===== config.mk =====
export PLATFORM = sky130hd
export DESIGN_NAME = sdram_ctrl_fsm
export DESIGN_NICKNAME = d
export VERILOG_FILES = /design/src/rtl/sdram_ctrl_fsm_pkg.sv /design/src/rtl/sdram_ctrl_fsm_refresh_timer.sv /design/src/rtl/sdram_ctrl_fsm.sv
export SDC_FILE = /design/constraint.sdc
export NUM_CORES = 1
export LEC_CHECK = 0
export ABC_AREA = 1
export CAP_MARGIN = 0
export CELL_PAD_IN_SITES_DETAIL_PLACEMENT = 1
export CELL_PAD_IN_SITES_GLOBAL_PLACEMENT = 1
export CORE_MARGIN = 2
export CORE_UTILIZATION = 43
export CTS_CLUSTER_SIZE = 8
export DETAILED_ROUTE_END_ITERATION = 8
export HOLD_SLACK_MARGIN = 0.1
export PLACE_DENSITY = 0.89
export SETUP_SLACK_MARGIN = 0.1
export SYNTH_ARGS = -nofsm -noshare
export SYNTH_HDL_FRONTEND = slang
export SYNTH_SLANG_ARGS = --single-unit
export TNS_END_PERCENT = 5

===== constraint.sdc =====
create_clock -name clk_100m -period 7.9 [get_ports clk_100m]
set_clock_uncertainty 0.1 [all_clocks]
set_input_delay 0.79 -clock clk_100m [delete_from_list [all_inputs] [get_ports clk_100m]]
set_output_delay 0.79 -clock clk_100m [all_outputs]
set_load 0.02 [all_outputs]

===== src/rtl/sdram_ctrl_fsm_pkg.sv =====
// Shared state codes and small helpers for the SDRAM sequencing controller.
// The I_*/W_* encodings are the codes sdram_cmd decodes.
package sdram_ctrl_fsm_pkg;

    typedef enum logic [3:0] {
        I_NOP           = 4'd0,
        I_PRECHARGE     = 4'd1,
        I_TRP           = 4'd2,
        I_AUTO_REFRESH1 = 4'd3,
        I_TRF1          = 4'd4,
        I_AUTO_REFRESH2 = 4'd5,
        I_TRF2          = 4'd6,
        I_MRS           = 4'd7,
        I_TMRD          = 4'd8,
        I_DONE          = 4'd9
    } init_state_e;

    typedef enum logic [3:0] {
        W_IDLE   = 4'd0,
        W_ACTIVE = 4'd1,
        W_TRCD   = 4'd2,
        W_READ   = 4'd3,
        W_CL     = 4'd4,
        W_RD     = 4'd5,
        W_WRITE  = 4'd6,
        W_WD     = 4'd7,
        W_TDAL   = 4'd8,
        W_AR     = 4'd9,
        W_TRFC   = 4'd10
    } work_state_e;

    // A byte field of zero encodes the maximum burst of 512 words.
    function automatic logic [9:0] burst_len(input logic [8:0] bytes);
        return (bytes == 9'd0) ? 10'd512 : {1'b0, bytes};
    endfunction

    // True on the final cycle of a stage lasting dur cycles.
    function automatic logic stage_last(input logic [31:0] cnt, input logic [31:0] dur);
        return cnt == (dur - 32'd1);
    endfunction

endpackage


===== src/rtl/sdram_ctrl_fsm_refresh_timer.sv =====
// Free-running auto-refresh interval counter with a sticky pending flag.
// The flag sets on each wrap and clears when the controller enters W_AR.
module sdram_ctrl_fsm_refresh_timer #(
    parameter int T_REF = 780
) (
    input  logic clk,
    input  logic rst,
    input  logic en,
    input  logic clr,
    output logic ref_pend
);

    logic [31:0] tmr_r;
    logic        wrap_s;

    assign wrap_s = en && (tmr_r == 32'(T_REF - 1));

    // Interval counter and pending flag; a clear wins over a coincident wrap.
    always_ff @(posedge clk) begin
        if (rst) begin
            tmr_r    <= 32'd0;
            ref_pend <= 1'b0;
        end else begin
            if (en) begin
                tmr_r <= wrap_s ? 32'd0 : tmr_r + 32'd1;
            end
            if (clr) begin
                ref_pend <= 1'b0;
            end else if (wrap_s) begin
                ref_pend <= 1'b1;
            end
        end
    end

endmodule


===== src/rtl/sdram_ctrl_fsm.sv =====
// SDRAM sequencing controller: power-up init, refresh scheduling, and
// read/write burst arbitration driving the state codes consumed by sdram_cmd.
module sdram_ctrl_fsm
    import sdram_ctrl_fsm_pkg::*;
#(
    parameter int T_POWERUP = 20000,
    parameter int T_RP      = 2,
    parameter int T_RFC     = 7,
    parameter int T_MRD     = 2,
    parameter int T_RCD     = 2,
    parameter int T_CL      = 3,
    parameter int T_DAL     = 4,
    parameter int T_REF     = 780
) (
    input  logic        clk_100m,
    input  logic        rst,
    input  logic        wr_req,
    input  logic        rd_req,
    input  logic [8:0]  sdwr_bytes,
    input  logic [8:0]  sdrd_bytes,
    output logic        wr_ack,
    output logic        rd_ack,
    output logic [3:0]  init_state,
    output logic [3:0]  work_state,
    output logic [31:0] cnt_clk,
    output logic        sys_r_wn,
    output logic        wr_data_en,
    output logic        rd_data_valid,
    output logic        wr_done,
    output logic        rd_done,
    output logic        init_done,
    output logic        busy
);

    init_state_e init_r, init_nxt_s;
    work_state_e work_r, work_nxt_s;
    logic [31:0] cnt_nxt_s;
    logic [9:0]  len_r;
    logic [31:0] len32_s;
    logic        last_wr_r;
    logic        grant_rd_s, grant_wr_s;
    logic        ref_pend_s, ref_clr_s, ref_en_s;

    assign init_state = init_r;
    assign work_state = work_r;
    assign len32_s    = {22'd0, len_r};
    assign ref_en_s   = (init_r == I_DONE);
    assign ref_clr_s  = (work_nxt_s == W_AR) && (work_r != W_AR);

    sdram_ctrl_fsm_refresh_timer #(.T_REF(T_REF)) u_refresh_timer (
        .clk      (clk_100m),
        .rst      (rst),
        .en       (ref_en_s),
        .clr      (ref_clr_s),
        .ref_pend (ref_pend_s)
    );

    // Init sequence next-state.
    always_comb begin
        init_nxt_s = init_r;
        case (init_r)
            I_NOP:           init_nxt_s = stage_last(cnt_clk, 32'(T_POWERUP)) ? I_PRECHARGE : I_NOP;
            I_PRECHARGE:     init_nxt_s = I_TRP;
            I_TRP:           init_nxt_s = stage_last(cnt_clk, 32'(T_RP)) ? I_AUTO_REFRESH1 : I_TRP;
            I_AUTO_REFRESH1: init_nxt_s = I_TRF1;
            I_TRF1:          init_nxt_s = stage_last(cnt_clk, 32'(T_RFC)) ? I_AUTO_REFRESH2 : I_TRF1;
            I_AUTO_REFRESH2: init_nxt_s = I_TRF2;
            I_TRF2:          init_nxt_s = stage_last(cnt_clk, 32'(T_RFC)) ? I_MRS : I_TRF2;
            I_MRS:           init_nxt_s = I_TMRD;
            I_TMRD:          init_nxt_s = stage_last(cnt_clk, 32'(T_MRD)) ? I_DONE : I_TMRD;
            I_DONE:          init_nxt_s = I_DONE;
            default:         init_nxt_s = I_NOP;
        endcase
    end

    // Work next-state; in idle, refresh beats requests and ties go to the type not granted last.
    always_comb begin
        work_nxt_s = work_r;
        grant_rd_s = 1'b0;
        grant_wr_s = 1'b0;
        case (work_r)
            W_IDLE: begin
                if (init_r != I_DONE) begin
                    work_nxt_s = W_IDLE;
                end else if (ref_pend_s) begin
                    work_nxt_s = W_AR;
                end else if (rd_req && (!wr_req || last_wr_r)) begin
                    grant_rd_s = 1'b1;
                    work_nxt_s = W_ACTIVE;
                end else if (wr_req) begin
                    grant_wr_s = 1'b1;
                    work_nxt_s = W_ACTIVE;
                end else begin
                    work_nxt_s = W_IDLE;
                end
            end
            W_ACTIVE: work_nxt_s = W_TRCD;
            W_TRCD: begin
                if (stage_last(cnt_clk, 32'(T_RCD))) begin
                    work_nxt_s = sys_r_wn ? W_WRITE : W_READ;
                end else begin
                    work_nxt_s = W_TRCD;
                end
            end
            W_READ:  work_nxt_s = W_CL;
            W_CL:    work_nxt_s = stage_last(cnt_clk, 32'(T_CL)) ? W_RD : W_CL;
            W_RD:    work_nxt_s = stage_last(cnt_clk, len32_s) ? W_IDLE : W_RD;
            W_WRITE: begin
                if (len_r == 10'd1) begin
                    work_nxt_s = W_TDAL;
                end else begin
                    work_nxt_s = W_WD;
                end
            end
            W_WD:    work_nxt_s = stage_last(cnt_clk, len32_s - 32'd1) ? W_TDAL : W_WD;
            W_TDAL:  work_nxt_s = stage_last(cnt_clk, 32'(T_DAL)) ? W_IDLE : W_TDAL;
            W_AR:    work_nxt_s = W_TRFC;
            W_TRFC:  work_nxt_s = stage_last(cnt_clk, 32'(T_RFC)) ? W_IDLE : W_TRFC;
            default: work_nxt_s = W_IDLE;
        endcase
    end

    // Per-state cycle counter: restarts on any state change, saturates otherwise.
    always_comb begin
        if ((init_nxt_s != init_r) || (work_nxt_s != work_r)) begin
            cnt_nxt_s = 32'd0;
        end else if (cnt_clk == 32'hFFFF_FFFF) begin
            cnt_nxt_s = cnt_clk;
        end else begin
            cnt_nxt_s = cnt_clk + 32'd1;
        end
    end

    // State, grant record and outputs, decoded from the next state so they align with it.
    always_ff @(posedge clk_100m) begin
        if (rst) begin
            init_r        <= I_NOP;
            work_r        <= W_IDLE;
            cnt_clk       <= 32'd0;
            sys_r_wn      <= 1'b1;
            last_wr_r     <= 1'b1;
            len_r         <= 10'd0;
            rd_ack        <= 1'b0;
            wr_ack        <= 1'b0;
            rd_data_valid <= 1'b0;
            rd_done       <= 1'b0;
            wr_data_en    <= 1'b0;
            wr_done       <= 1'b0;
            init_done     <= 1'b0;
            busy          <= 1'b1;
        end else begin
            init_r  <= init_nxt_s;
            work_r  <= work_nxt_s;
            cnt_clk <= cnt_nxt_s;
            if (grant_rd_s) begin
                sys_r_wn  <= 1'b0;
                last_wr_r <= 1'b0;
                len_r     <= burst_len(sdrd_bytes);
            end else if (grant_wr_s) begin
                sys_r_wn  <= 1'b1;
                last_wr_r <= 1'b1;
                len_r     <= burst_len(sdwr_bytes);
            end
            rd_ack        <= grant_rd_s;
            wr_ack        <= grant_wr_s;
            rd_data_valid <= (work_nxt_s == W_RD);
            rd_done       <= (work_nxt_s == W_RD) && stage_last(cnt_nxt_s, len32_s);
            wr_data_en    <= (work_nxt_s == W_WRITE) || (work_nxt_s == W_WD);
            wr_done       <= (work_nxt_s == W_TDAL) && stage_last(cnt_nxt_s, 32'(T_DAL));
            init_done     <= (init_nxt_s == I_DONE);
            busy          <= (init_nxt_s != I_DONE) || (work_nxt_s != W_IDLE);
        end
    end

endmodule

-- Yosys cells after proc, flatten, opt, wreduce, memory -nomap -nowiden
Cells that the tools add are included.
- output and inout port bits: 49
- logic and storage cells: 115
- bits of input ports: 22
- register bits: 92
- add/subtract/negate cells: 4
- eq/ne operators: 42
- reductions and logical operators: 17
- mux-type cells: 37
- operators by type and width (operator ; number):
    $eq 32x2->1 const B ; 3
    $eq 32x32->1 ; 3
    $mux 32 ; 3
    $add 32x1->32 const B ; 2
    $eq 4x3->1 const B ; 11
    $pmux 4 s11 ; 1
    $mux 10 ; 4
    $pmux 4 s10 ; 1
    $eq 32x1->1 const B ; 1
    $eq 32x10->1 const B ; 1
    $eq 32x15->1 const B ; 1
    $eq 32x3->1 const B ; 1
    $eq 32x32->1 const B ; 1
    $eq 4x4->1 const B ; 8
    $sub 32x1->32 const B ; 1
    $mux 4 ; 6
    $mux 1 ; 19
    $logic_not 9->1 ; 2
    $eq 4x2->1 const B ; 4
    $ne 4x4->1 const B ; 3
    $sub 10x1->11 const B ; 1
    $eq 10x1->1 const B ; 1
    $mux 3 ; 3
    $eq 4x1->1 const B ; 2
    other kinds (8) ; 17

-- Depth between registers and ports, before layout
- word-level depth: 12
- gate-level depth with buffers: 38
- mapped depth without buffers: 38

-- Modules after synthesis
A second synthesis with hierarchy kept.
- cells, all modules: 1164
- area total of the unflattened synthesis: 7115.6 um2
- by module, submodules not included (module ; seq. area each (um2) ; area each (um2) ; instances ; cells each):
    sdram_ctrl_fsm ; 1181.1 ; 5233.8 ; 1 ; 868
    sdram_ctrl_fsm_refresh_timer ; 660.6 ; 1881.8 ; 1 ; 296

-- Worst setup path before layout
No wires, ideal clock.
- path type: register to register
- from: register len_r[0]
- to: register rd_done
- data arrival time: 3.877 ns
- setup time: 0.062 ns
- stages on the path, launching flop included: 36
- data required time: 7.738 ns
- clock period less this slack: 4.039 ns
- setup slack: 3.861 ns
- path buffers: 1
- path through: dfxtp_1 > inv_2 > ha_1 > nand2_1 > nand3b_1 > nor2_2 > nand2_2 > nor2_4 > nand3_1 > ha_1 > xnor2_1 > nand2_1 > nor2_1 > nand2_1 > nor2_1 > nand2_1 > nor2_1 > nand2_1 > nor2_1 > nand2_1 > nor2_4 > nand2_2 > nand2_4 > nand2_2 > nand2_1 > nand2_2 > nor2_8 > and2_1 > buf_4 > nand2_1 > or2_0 > nand2_1 > nand2_1 > inv_2 > nand2_1 > nor2_2
- cells in the longest elaborated chain, start to end: 10
- elaborated cells on any way between the ends: 15
- those cells by class: add/sub (2); eq/ne (6); mux (5); reduce/logical (2)
- ends and longest elaborated chain (what ; RTL line ; text):
    start: declaration ; sdram_ctrl_fsm.sv:38 ; logic [9:0] len_r;
    start signal: assignment ; sdram_ctrl_fsm.sv:158 ; len_r <= burst_len(sdrd_bytes);
    start signal: assignment ; sdram_ctrl_fsm.sv:162 ; len_r <= burst_len(sdwr_bytes);
    $sub 10x1->11 ; sdram_ctrl_fsm_pkg.sv:39, sdram_ctrl_fsm.sv:115 ;
    $sub 32x1->32 ; sdram_ctrl_fsm_pkg.sv:39 ; return cnt == (dur - 32'd1);
    $eq 32x32->1 ; sdram_ctrl_fsm_pkg.sv:39 ;
    $mux 4 ; sdram_ctrl_fsm.sv:115 ; W_WD: work_nxt_s = stage_last(cnt_clk, len32_s - 32'd1) ? W_TDAL : W_WD;
    $pmux 4 s11 ; sdram_ctrl_fsm.sv:81 ; case (work_r)
    $ne 4x4->1 ; sdram_ctrl_fsm.sv:125 ; if ((init_nxt_s != init_r) || (work_nxt_s != work_r)) begin
    $logic_or 1x1->1 ; sdram_ctrl_fsm.sv:125 ;
    $mux 32 ; sdram_ctrl_fsm.sv:125 ;
    $eq 32x32->1 ; sdram_ctrl_fsm_pkg.sv:39 ;
    $logic_and 1x1->1 (*) ; sdram_ctrl_fsm.sv:167 ; rd_done <= (work_nxt_s == W_RD) && stage_last(cnt_nxt_s, len32_s);
    end signal: assignment ; sdram_ctrl_fsm.sv:167 ;
    end: declaration ; sdram_ctrl_fsm.sv:30 ; output logic rd_done,
Mark *: on every way between the ends. The rest lies on a longest branch, timed or not.
A chain may end at the register's enable or synchronous reset.

-- Worst setup path after layout
Ends and elaborated chain as after synthesis.

==> impl_metrics.json <==
{
  "whs_ns": 0.390,
  "clock-sinks": 92,
  "crit_required_ns": 8.10,
  "period_minus_slack_ns": 5.94,
  "cp-start-kind": "register",
  "clkTransAtPathRegs_ns": 0.08,
  "synth_edf_count": 0,
  "clk-insertion-delay-late_ns": 0.36,
  "yosys-mux-area-fraction": 0,
  "async_flop_share": 0,
  "gp_congestion": 0.941,
  "cts_resized": 0,
  "cp_max_fo": 28,
  "area_growth_pct": 16.8,
  "wl_mm": 23.2,
  "intPower_mw": 0.707,
  "path_common_cell": "nand2_1",
  "synth_simple_gate_area_share": 0.478,
  "seqPwrFrac": 0.490,
  "drive_above_1_share": 0.0609,
  "port_buffers": 70,
  "clk_root_buffer_cell": "clkbuf_16",
  "synthCells": 1101,
  "dp_hpwl_mm": 18.4,
  "slowest_delay_ns": 0.79,
  "setup_viol": 0,
  "synth_nets": 1136,
  "worst_slew_pin_slew_ns": 1.09,
  "fillCellCount": 2105,
  "placed_cell_area_mm2": 0.00752,
  "synth_xor_area_frac": 0.0406,
  "grt_overflow_total": 0,
  "vias": 7526,
  "hold_violations": 0,
  "yosysTopAreaCell": "dfxtp_1",
  "yosys_warnings": 0,
  "drt-pass1-iter-count": 6,
  "post_cts.repair.setup_buffers": 0,
  "power_frac_clock": 0.457,
  "tns_ns": 0,
  "ant_nets": 0,
  "grtUsageTotal": 0.288,
  "regToRegStartpoint": "len_r[0]",
  "finalPower_mw": 0.955,
  "cts_buffers": 9,
  "holdBufCountCts": 0,
  "first_global_vias": 7564,
  "swShare": 0.260,
  "cts_tree": "built",
  "whs_path_depth": 2,
  "rows": 45,
  "n_antenna_cell": 0,
  "synthTopCellsByArea": "dfxtp_1, nand2_1, nor2_1",
  "syn-cell-area_mm2": 0.00669,
  "htreeDepth": 3,
  "die_area_mm2": 0.0166,
  "synthAdderAreaFrac": 0.0243,
  "power_frac_comb": 0.052,
  "cp-end-kind": "register",
  "core_mm2": 0.0152,
  "path_buf_inv": 2,
  "cap_violations": 0,
  "synth_flop_cell": "dfxtp_1",
  "synth_top_area_frac": 0.276,
  "clock_path_buffers": 2,
  "antenna_found_initial": 0,
  "cp_top_family": "simple AND/OR/NAND/NOR gates",
  "avgSynthCellArea_um2": 6.07,
  "grt_max_degree": 52,
  "slew_viol_final": 0,
  "cpMaxStageDelayCell": "and2_1",
  "max_freq_ghz": 0.168,
  "min-delay-start": "u_refresh_timer.tmr_r[29]",
  "min_to": "u_refresh_timer.tmr_r[29]",
  "reg2reg_depth": 32,
  "p_leak_nw": 3.23,
  "synth_seq_cells": 92,
  "ir_worst_vdd_mv": 0.103,
  "max_slew_margin": 0.270,
  "p_per_area_mw_per_mm2": 122,
  "wl_per_cell_um": 17.1,
  "p_switching_mw": 0.248,
  "rsz0062_at_grt": "false",
  "via_per_inst": 5.56,
  "yosys.cell_types.count": 47,
  "hold_path.class": "register to register",
  "period_share": 0.753,
  "final_area_mm2": 0.00781,
  "yosysSeqAreaShare": 0.276,
  "drt_iter0_drc": 390,
  "r2r-end": "rd_done",
  "seq_area_mm2": 0.00184,
  "grt_pass1_wl_mm": 37.9,
  "finish.utilization": 0.514,
  "timing.reg2reg.setup_slack_ns": 1.96,
  "crit_type": "register to register",
  "initial_core_util": 0.440,
  "multi_input_area_mm2": 0.00420,
  "fin_nets": 1196,
  "die_w_um": 129,
  "synth_top_family_by_area": "simple AND/OR/NAND/NOR gates",
  "synth_compound_area_frac": 0.0848,
  "ios": 71,
  "route.detailed.drc": 0,
  "die_y_um": 129,
  "outcome": "finished, final reports clean",
  "worstPathArrival_ns": 6.15
}
-- synth_stat cells (2+ instances only) --
library cell	count
nand2_2	16
ha_1	13
nand3_4	2
buf_2	7
nor4_1	21
o21a_1	3
xnor2_1	5
o21ai_0	27
inv_1	135
nor3_1	39
and3_1	2
nand3_2	2
a211oi_1	2
nand2_1	289
a21oi_1	34
a31oi_1	6
nor2_8	3
o21ai_1	5
nand3_1	89
nand2_4	2
or2_0	2
o211ai_1	10
nand4_1	38
nor2_1	172
xor2_1	26
nand3b_1	4
clkbuf_1	12
buf_4	2
nor2_4	5
dfxtp_1	92
inv_2	8
nor2_2	12
nor3b_1	2
-- power by group through the flow --
stage                     sequential [mW]  clock (mW)  combinational, mW
final                               0.468       0.436             0.0500
after detailed placement            0.479           0             0.0496
after global routing                0.468       0.466             0.0554
after CTS                           0.468       0.447             0.0500
after floorplan                     0.479           0             0.0244
after global placement              0.479           0             0.0487
-- worst reg2reg max path: cells and delay by family (launching register included) --
kind / cells / cell delay [ns]
xor gates and xnor gates: 1 / 0.18
adders and majority gates: 2 / 0.67
buffers and inverters: 2 / 0.58
DFF: 1 / 0.39
and+or+nand+nor: 27 / 3.97
-- how the worst max path moves through the flow --
| stage | from | end | depth (start not counted) |
|---|---|---|---|
| global route | len_r[0] | rd_done | 35 |
| floorplan | len_r[0] | rd_done | 35 |
| global placement | len_r[0] | rd_done | 33 |
| CTS | len_r[0] | rd_done | 32 |
| finish | len_r[0] | rd_done | 32 |
| detailed placement | len_r[0] | rd_done | 33 |
-- through the flow --
stage | setup WS, ns | cells
6_report | 1.96 | 1354
2_1_floorplan | 3.86 | 1101
4_1_cts | 1.99 | 1354
3_5_place_dp | 2.02 | 1338
5_1_grt | 1.36 | 1354
3_3_place_gp | 2.31 | 1338
-- flip-flops by register name, summed over array words and instances, names as in the netlist --
register and count:
rd_done 1, wr_data_en 1, wr_ack 1, u_refresh_timer.ref_pend 1
last_wr_r 1, init_done 1, busy 1, rd_ack 1
work_state 4, len_r 10, u_refresh_timer.tmr_r 32, wr_done 1
rd_data_valid 1, init_state 4, cnt_clk 32
-- logic make-up (layout without fill, tap and decap cells) --
kind of cell               after synthesis  after routing
and+or+nand+nor                        702            702
AOI/OAI and AO/OA                       97             97
xor gates and xnor gates                31             31
DFF                                     92             92
adders and majority gates               13             13
buffers and inverters                  166            231
-- metal layers --
| layer | wire length, um | share of wire | vias up | track usage |
|---|---|---|---|---|
| met1 | 10200 | 0.44 | 3590 | 0.363 |
| met5 | 0 | 0 | - | 0 |
| met2 | 11300 | 0.49 | 188 | 0.502 |
| li1 | - | - | 3704 | - |
| met3 | 1060 | 0.046 | 44 | 0.0328 |
| met4 | 688 | 0.030 | 0 | 0.115 |
-- area by class of cell --
| type | count | area share |
|---|---|---|
| Inverter | 144 | 0.0692 |
| Sequential cell | 92 | 0.236 |
| Clock buffer | 9 | 0.0288 |
| Timing Repair Buffer | 71 | 0.0900 |
| Tap cell | 188 | 0.0301 |
| Clock inverter | 7 | 0.00865 |
| Multi-Input combinational cell | 843 | 0.537 |
-- layout by cell type (no fill, tap or decap), types with 3 or more instances in the layout --
master / synthesis / layout
nor3_1: 39 / 39
nor2_2: 12 / 12
nor4_1: 21 / 21
nor2_8: 3 / 3
nand2_2: 16 / 16
nor2_1: 172 / 172
o21ai_1: 5 / 5
o21a_1: 3 / 3
clkdlybuf4s50_1: 0 / 69
inv_2: 8 / 8
o21ai_0: 27 / 27
nand4_1: 38 / 38
a21oi_1: 34 / 34
nand3b_1: 4 / 4
ha_1: 13 / 13
clkbuf_16: 0 / 9
o211ai_1: 10 / 10
xnor2_1: 5 / 5
xor2_1: 26 / 26
nand3_1: 89 / 89
inv_1: 135 / 135
dfxtp_1: 92 / 92
nand2_1: 289 / 289
a31oi_1: 6 / 6
nor2_4: 5 / 5
No activity file was read; power rests on OpenSTA's default activity.
